$ cat config.mk
export PLATFORM = sky130hd
export DESIGN_NAME = fifo_sync_param_flat
export DESIGN_NICKNAME = d
export VERILOG_FILES = /design/src/rtl/fifo_sync_param_if.sv /design/src/rtl/fifo_sync_param.sv /design/src/flat_wrapper.sv
export SDC_FILE = /design/constraint.sdc
export NUM_CORES = 1
export LEC_CHECK = 0
export ABC_AREA = 1
export BUFFER_PORTS_ARGS = -buffer_cell sky130_fd_sc_hd__buf_2
export CAP_MARGIN = 5
export CORE_AREA = 2 2 149 151
export CTS_CLUSTER_DIAMETER = 80
export CTS_CLUSTER_SIZE = 10
export DETAILED_ROUTE_END_ITERATION = 16
export DIE_AREA = 0 0 151 153
export GPL_ROUTABILITY_DRIVEN = 0
export PLACE_DENSITY = 0.72
export SLEW_MARGIN = 20
export SYNTH_ARGS = -nofsm -noshare
export SYNTH_HDL_FRONTEND = slang
export SYNTH_SLANG_ARGS = --single-unit
$ cat constraint.sdc
create_clock -name clk -period 6 [get_ports clk]
set_input_delay 1.2 -clock clk [delete_from_list [all_inputs] [get_ports clk]]
set_output_delay 1.2 -clock clk [all_outputs]
set_load 0.01 [all_outputs]
$ cat src/rtl/fifo_sync_param_if.sv
// rtl/fifo_sync_param_if.sv - Bus bundle for fifo_sync_param: write/read handshake, control and status.
interface fifo_sync_param_if #(
  parameter int DATA_W = 16,
  parameter int ADDR_W = 4
);
  logic              flush;
  logic              wr_en;
  logic [DATA_W-1:0] din;
  logic              rd_en;
  logic              clr_err;
  logic [DATA_W-1:0] dout;
  logic              dout_valid;
  logic              empty;
  logic              full;
  logic              almost_empty;
  logic              almost_full;
  logic [ADDR_W:0]   count;
  logic              overflow;
  logic              underflow;

  modport master (
    output flush, wr_en, din, rd_en, clr_err,
    input  dout, dout_valid, empty, full, almost_empty, almost_full,
           count, overflow, underflow
  );

  modport slave (
    input  flush, wr_en, din, rd_en, clr_err,
    output dout, dout_valid, empty, full, almost_empty, almost_full,
           count, overflow, underflow
  );
endinterface

$ cat src/rtl/fifo_sync_param.sv
// rtl/fifo_sync_param.sv - Parametrised single-clock command FIFO with thresholds, flush and sticky errors.
// Define FIFO_FWFT_EN for first-word-fall-through reads; default is a registered 1-cycle read.
module fifo_sync_param #(
  parameter int DATA_W    = 16,
  parameter int ADDR_W    = 4,
  parameter int AFULL_TH  = 12,
  parameter int AEMPTY_TH = 2
) (
  input logic              clk,
  input logic              rst,
  fifo_sync_param_if.slave bus
);
  localparam int DEPTH = 1 << ADDR_W;
  localparam logic [ADDR_W:0] DEPTH_C  = (ADDR_W+1)'(DEPTH);
  localparam logic [ADDR_W:0] AFULL_C  = (ADDR_W+1)'(AFULL_TH);
  localparam logic [ADDR_W:0] AEMPTY_C = (ADDR_W+1)'(AEMPTY_TH);

  logic [DATA_W-1:0] mem [DEPTH];
  logic [ADDR_W-1:0] wr_ptr;
  logic [ADDR_W-1:0] rd_ptr;
  logic [ADDR_W:0]   count_q;
  logic [ADDR_W:0]   count_d;
  logic              empty_w;
  logic              full_w;
  logic              rd_acc;
  logic              wr_acc;
  logic              rd_go;
  logic              wr_go;
  logic              ovf_q;
  logic              unf_q;

  assign empty_w = (count_q == '0);
  assign full_w  = (count_q == DEPTH_C);

  // A full FIFO still takes a write when a read frees the slot in the same cycle.
  assign rd_acc = bus.rd_en & ~empty_w;
  assign wr_acc = bus.wr_en & (~full_w | rd_acc);

  // Flush drops both requests outright: no state movement and no error.
  assign rd_go = rd_acc & ~bus.flush;
  assign wr_go = wr_acc & ~bus.flush;

  always_comb begin
    count_d = count_q;
    case ({wr_go, rd_go})
      2'b10:   count_d = count_q + 1'b1;
      2'b01:   count_d = count_q - 1'b1;
      default: count_d = count_q;
    endcase
  end

  always_ff @(posedge clk or posedge rst) begin
    if (rst) begin
      wr_ptr  <= '0;
      rd_ptr  <= '0;
      count_q <= '0;
    end else if (bus.flush) begin
      wr_ptr  <= '0;
      rd_ptr  <= '0;
      count_q <= '0;
    end else begin
      if (wr_go) wr_ptr <= wr_ptr + 1'b1;
      if (rd_go) rd_ptr <= rd_ptr + 1'b1;
      count_q <= count_d;
    end
  end

  always_ff @(posedge clk) begin
    if (wr_go) mem[wr_ptr] <= bus.din;
  end

  // Set beats clear so an error in the clr_err cycle is never lost.
  always_ff @(posedge clk or posedge rst) begin
    if (rst) begin
      ovf_q <= 1'b0;
      unf_q <= 1'b0;
    end else begin
      ovf_q <= (ovf_q & ~bus.clr_err) | (bus.wr_en & ~wr_acc & ~bus.flush);
      unf_q <= (unf_q & ~bus.clr_err) | (bus.rd_en & ~rd_acc & ~bus.flush);
    end
  end

`ifdef FIFO_FWFT_EN
  assign bus.dout       = mem[rd_ptr];
  assign bus.dout_valid = ~empty_w;
`else
  logic [DATA_W-1:0] dout_q;
  logic              dout_valid_q;

  always_ff @(posedge clk or posedge rst) begin
    if (rst) begin
      dout_q       <= '0;
      dout_valid_q <= 1'b0;
    end else begin
      dout_valid_q <= rd_go;
      if (rd_go) dout_q <= mem[rd_ptr];
    end
  end

  assign bus.dout       = dout_q;
  assign bus.dout_valid = dout_valid_q;
`endif

  assign bus.count        = count_q;
  assign bus.empty        = empty_w;
  assign bus.full         = full_w;
  assign bus.almost_empty = (count_q <= AEMPTY_C);
  assign bus.almost_full  = (count_q >= AFULL_C);
  assign bus.overflow     = ovf_q;
  assign bus.underflow    = unf_q;
endmodule

$ cat src/flat_wrapper.sv
// flat-port wrapper written by rule: the top's interface ports become plain ports
module fifo_sync_param_flat 
#(
  parameter int DATA_W    = 16,
  parameter int ADDR_W    = 4,
  parameter int AFULL_TH  = 12,
  parameter int AEMPTY_TH = 2
)
  (clk, rst, bus_flush, bus_wr_en, bus_din, bus_rd_en, bus_clr_err, bus_dout, bus_dout_valid, bus_empty, bus_full, bus_almost_empty, bus_almost_full, bus_count, bus_overflow, bus_underflow);
  fifo_sync_param_if #(.DATA_W(DATA_W), .ADDR_W(ADDR_W)) bus_i ();
  input logic clk;
  input logic rst;
  input wire logic [$bits(bus_i.flush)-1:0] bus_flush;
  input wire logic [$bits(bus_i.wr_en)-1:0] bus_wr_en;
  input wire logic [$bits(bus_i.din)-1:0] bus_din;
  input wire logic [$bits(bus_i.rd_en)-1:0] bus_rd_en;
  input wire logic [$bits(bus_i.clr_err)-1:0] bus_clr_err;
  output wire logic [$bits(bus_i.dout)-1:0] bus_dout;
  output wire logic [$bits(bus_i.dout_valid)-1:0] bus_dout_valid;
  output wire logic [$bits(bus_i.empty)-1:0] bus_empty;
  output wire logic [$bits(bus_i.full)-1:0] bus_full;
  output wire logic [$bits(bus_i.almost_empty)-1:0] bus_almost_empty;
  output wire logic [$bits(bus_i.almost_full)-1:0] bus_almost_full;
  output wire logic [$bits(bus_i.count)-1:0] bus_count;
  output wire logic [$bits(bus_i.overflow)-1:0] bus_overflow;
  output wire logic [$bits(bus_i.underflow)-1:0] bus_underflow;
  assign bus_i.flush = bus_flush;
  assign bus_i.wr_en = bus_wr_en;
  assign bus_i.din = bus_din;
  assign bus_i.rd_en = bus_rd_en;
  assign bus_i.clr_err = bus_clr_err;
  assign bus_dout = bus_i.dout;
  assign bus_dout_valid = bus_i.dout_valid;
  assign bus_empty = bus_i.empty;
  assign bus_full = bus_i.full;
  assign bus_almost_empty = bus_i.almost_empty;
  assign bus_almost_full = bus_i.almost_full;
  assign bus_count = bus_i.count;
  assign bus_overflow = bus_i.overflow;
  assign bus_underflow = bus_i.underflow;
  fifo_sync_param #(.DATA_W(DATA_W), .ADDR_W(ADDR_W), .AFULL_TH(AFULL_TH), .AEMPTY_TH(AEMPTY_TH)) u_core (.clk(clk), .rst(rst), .bus(bus_i));
endmodule
==> results.yml, run 1 <==
run_status:
  status: "completed"
hold_path:
  hp-class: "reg -> reg"
  min-delay-start: "u_core.bus.underflow"
finish:
  final_nets: 932
  num_antenna_cells: 0
  final_cell_mix: "edfxtp_1, nor2_1, o21ai_0, buf_2, clkbuf_16"
  instances_no_fill: 1208
  layout_commonest_cell: "edfxtp_1"
  syn_to_final_growth_pct: 11.5
  drive_above_1_share: 0.142
global_routing:
  grt_pass1_wl_mm: 40.6
  grt_max_degree: 95
  grt_antenna_before_repair: 0
  overflow: 0
  first_global_vias: 6952
  grt_use_total: 0.238
pwr:
  peakVddDrop_mv: 0.182
  powerDensity_nw_per_um2: 423
  leakagePower_nw: 4.35
timing:
  tns_ps: 0
  clock-skew-final_ps: 19.1
  max-slew-margin-rel: 0.338
  rsz0062_at_grt: "false"
  max_clock_freq_mhz: 343
  tightest_slew_ps: 992
  slew_violations: 0
  min_period_ps: 2920
  fin_crit_sh: 0.487
  setup_viol: 0
  hold_violations: 0
logic_synthesis:
  syn_nets: 897
  synth_cells: 868
  yosysUniqueCellTypes: 39
  synth_warnings: 0
  ys_seq_elements: 288
  synth.avg_cell_area_um2: 13.4
  synth-seq-area-share: 0.732
  netlist_area_um2: 11600
  synth_edf_count: 256
  synth-main-ff-cell: "edfxtp_1"
  ys_async_sr_fraction: 0.111
critical_path:
  cp_cell_sequence: "inv_4 > buf_4 > o21ai_0 > o221ai_1 > o211ai_1 > a31oi_1"
  critPathRequiredTime_ps: 6410
  crit_start: "u_core.rd_ptr[0]"
  worstPathArrival_ps: 3330
  max_stage_delay_ps: 690
  endpoint_kind: "flip-flop"
  start_kind: "flip-flop"
  critical_path_class: "reg -> reg"
  r2r_start: "u_core.rd_ptr[0]"
  crit_slowest_cell: "inv_4"
  path_max_fanout: 89
clocking:
  cts_resized: 0
  root_buffer: "clkbuf_16"
  clk_pin_slew_worst_paths_ps: 60
  htree_levels: 2
  cts_setup_buffers: 0
  ctsLongestPathBuffers: 3
  cts_tree: "done"
  cts_sinks: 288
  insertion_delay_ps: 500
  cts_buffers: 34
  postCtsHoldBufs: 0
detailed_routing:
  first_pass_iters: 6
  dr_total_vias: 7322
  first_iter_violations: 807
  ant_nets: 0
  via_per_inst: 6.06
  drc: 0
  routed_wl_mm: 27.1
  routedWlPerCell_um: 22.4
floorplanning:
  rows: 54
  core_um2: 21500
  start_util: 0.540
  die_area_um2: 23100
  die_w_um: 151
  ios: 50
  die_y_um: 153
placed_design:
  port_buffers: 49
  place_inst: 1147
  hpwl_mm: 15.5
flow_run:
  drv_cap: 0
-- flip-flops by register name, indices dropped and copies added (netlist names) --
register and flops:
u_core.bus.count 5, u_core.bus.dout 16, u_core.bus.dout_valid 1, u_core.wr_ptr 4, u_core.rd_ptr 4, u_core.bus.overflow 1
u_core.bus.underflow 1, u_core.mem 256
-- path summary, 6_finish.rpt --
check | to | slack (ps) | cells past startpoint
max | u_core.bus.dout[0] | 3080 | 6
min | u_core.bus.underflow | 530 | 2
max reg2reg | u_core.bus.dout[0] | 3080 | 6
min reg2reg | u_core.bus.underflow | 530 | 2
max in group asynchronous | u_core.rd_ptr[0] | 4830 | 3
min in group asynchronous | u_core.wr_ptr[2] | 800 | 3
-- through the flow --
stage	hold slack (ps)	instance area (um2)	setup WS, ps	utilization	power [mW]
final	531	12900	3080	0.602	5.47
after global routing	568	12900	2910	0.602	5.72
after CTS	536	12900	3120	0.602	5.48
after detailed placement	527	11900	2720	0.556	3.66
after global placement	518	11900	2770	0.556	3.64
after floorplan	549	11600	3200	-	3.34
-- kinds of logic (layout without fill, tap and decap cells) --
logic type,Yosys count,count (layout),share of synthesized area
AND/OR/NAND/NOR,233,233,0.0851
XOR/XNOR,4,4,0.00302
flip-flops,288,288,0.732
adder cells (fa/ha/maj),7,7,0.00755
buffers and inverters,84,144,0.0388
AO/OA/AOI/OAI,252,252,0.134
-- power breakdown --
part | internal, mW | total (mW) | switching, mW
clock | 1.10 | 1.84 | 0.737
sequential | 2.28 | 2.39 | 0.102
combinational | 0.387 | 1.25 | 0.861
-- routing by layer --
layer | part of all wire | wire (um) | global-route usage | up-vias
met1 | 0.41 | 11200 | 0.339 | 3581
met2 | 0.45 | 12200 | 0.350 | 366
met5 | 0 | 0 | 0 | -
met3 | 0.091 | 2480 | 0.0573 | 57
li1 | - | - | - | 3318
met4 | 0.045 | 1230 | 0.107 | 0
-- critical path, delay by kind of cell, from the launching register on --
family | cells | cell delay [ps]
buf+inv | 2 | 1220
flops | 1 | 640
compound gates | 4 | 880
-- area by class of cell --
type                       count  area (um2)
fill                        1624        8560
multi-input combinational    496        2700
sequential                   288        8490
inverter                      29         114
clock inverter                 1        8.76
timing repair buffer          54         283
clock buffer                  60         980
tap                          280         350
-- synth_stat cells (2+ instances only) --
master    instances  area share
ha_1              7      0.0076
o21ai_0         110       0.047
xor2_1            3      0.0023
inv_1            20      0.0065
o21ai_1          29       0.013
a21oi_1           3      0.0013
inv_2             6      0.0019
clkbuf_2          3      0.0013
edfxtp_1        256        0.66
o221ai_1         32       0.024
buf_6            11       0.011
nor2_4            4      0.0039
nor2_1          171       0.055
o22ai_2           2      0.0022
a31oi_1          16      0.0086
dfrtp_1          32       0.069
nand3_1          17      0.0073
clkbuf_1         22      0.0071
buf_2            14      0.0060
inv_4             2      0.0011
buf_4             4      0.0026
o211ai_1         32       0.021
o22ai_1          24       0.013
nor3_1            2     0.00086
nand2_1          32       0.010
(Power assumes the default switching activity.)
==> inputs of run 2 (changes only) <==
- clock period: 6 -> 2.9 ns (I/O delays scaled with it)
==> results.yml, run 2 (synthesis results as in run 1) <==
floorplanning:
  core_um2: 21500
  die_w_um: 151
  start_util: 0.540
  rows: 54
  die_area_um2: 23100
  die_y_um: 153
  ios: 50
timing:
  clock-skew-final_ps: 11.1
  slew_violations: 0
  max-slew-margin-rel: 0.377
  fin_crit_sh: 0.779
  tns_ps: 0
  min_period_ps: 2260
  max_clock_freq_mhz: 443
  hold_violations: 0
  tightest_slew_ps: 933
  setup_viol: 0
  rsz0062_at_grt: "false"
clocking:
  clk_pin_slew_worst_paths_ps: 60
  cts_sinks: 288
  root_buffer: "clkbuf_16"
  cts_buffers: 34
  cts_resized: 0
  postCtsHoldBufs: 0
  cts_tree: "done"
  cts_setup_buffers: 0
  ctsLongestPathBuffers: 3
  htree_levels: 2
  insertion_delay_ps: 500
hold_path:
  hp-class: "in -> reg"
critical_path:
  r2r_end: "u_core.bus.dout[1]"
  max_stage_delay_ps: 600
  r2r_start: "u_core.rd_ptr[0]"
  endpoint: "u_core.bus.dout[1]"
  critPathRequiredTime_ps: 3320
  r2r_slack_ps: 640
  cp_cell_sequence: "inv_4 > buf_4 > o21ai_0 > o221ai_1 > nand3_1 > a31oi_1"
  crit_start: "u_core.rd_ptr[0]"
  critical_path_class: "reg -> reg"
  endpoint_kind: "flip-flop"
  start_kind: "flip-flop"
  crit_slowest_cell: "dfrtp_4"
  worstPathArrival_ps: 2680
  rr_worst_depth: 6
  path_max_fanout: 41
finish:
  final_cell_mix: "edfxtp_1, nor2_1, o21ai_0, buf_2, clkbuf_16"
  num-fill-cells: 1605
  register_area_um2: 8490
  syn_to_final_growth_pct: 12.9
  design_area_um2: 13100
  drive_above_1_share: 0.169
  final_nets: 959
  layout_commonest_cell: "edfxtp_1"
  largest_register_ffs: 256
  top_register: "u_core.mem"
  num_antenna_cells: 0
  multi_input_area_um2: 2700
pwr:
  power_mw: 11.3
  leakagePower_nw: 4.48
  powerDensity_nw_per_um2: 865
  peakVddDrop_mv: 0.468
global_routing:
  grt_antenna_before_repair: 0
  first_global_vias: 7207
  grt_max_degree: 109
  grt_pass1_wl_mm: 43.4
  overflow: 0
  grt_use_total: 0.254
detailed_routing:
  dr_total_vias: 7473
  routed_wl_mm: 28.7
  ant_nets: 0
  routedWlPerCell_um: 23.5
  first_iter_violations: 1183
  first_pass_iters: 5
  via_per_inst: 6.11
  drc: 0
placed_design:
  port_buffers: 49
  hpwl_mm: 17.5
  dpl_cell_area_um2: 12200
flow_run:
  drv_cap: 0
run_status:
  status: "completed"
-- run 2: final cells by class --
class	count	area share
Clock buffer	45	0.0681
Clock inverter	4	0.00287
Inverter	29	0.00869
Multi-Input combinational cell	496	0.206
Sequential cell	288	0.648
Tap cell	280	0.0267
Timing Repair Buffer	81	0.0390
-- run 2: where the power goes --
part | leakage, nW | switching (mW) | total [mW] | internal, mW
clock | 0.449 | 1.52 | 3.67 | 2.14
combinational | 1.33 | 1.84 | 2.72 | 0.878
sequential | 2.69 | 0.216 | 4.94 | 4.73
-- run 2: per-layer routing --
metal | part of all wire | wire, um | GRT usage
met4 | 0.034 | 969 | 0.0895
met1 | 0.41 | 11800 | 0.374
met3 | 0.10 | 2960 | 0.0579
met2 | 0.45 | 13000 | 0.376
met5 | 0 | 0 | 0
-- run 2: worst min-delay path by stage --
stage / depth (start not counted) / to / startpoint
floorplan: 2 / u_core.bus.underflow / u_core.bus.underflow
finish: 2 / u_core.bus.overflow / bus_clr_err
detailed placement: 2 / u_core.bus.underflow / u_core.bus.underflow
global placement: 2 / u_core.bus.underflow / u_core.bus.underflow
global route: 2 / u_core.bus.overflow / bus_clr_err
CTS: 2 / u_core.bus.overflow / bus_clr_err
-- run 2: per-stage QoR --
stage | worst slack, ps | util | std cells | hold WS, ps
2_1_floorplan | 718 | - | 868 | 549
3_3_place_gp | 742 | 0.566 | 1174 | 517
3_5_place_dp | 639 | 0.566 | 1174 | 516
4_1_cts | 689 | 0.610 | 1223 | 266
5_1_grt | 571 | 0.610 | 1223 | 287
6_report | 641 | 0.610 | 1223 | 274
-- run 2: critical path: cells and delay by family, from the launching register on --
| family | cells | cell delay, ps |
|---|---|---|
| buffers and inverters | 2 | 690 |
| AO/OA/AOI/OAI | 3 | 630 |
| flip-flops | 1 | 600 |
| AND/OR/NAND/NOR | 1 | 210 |
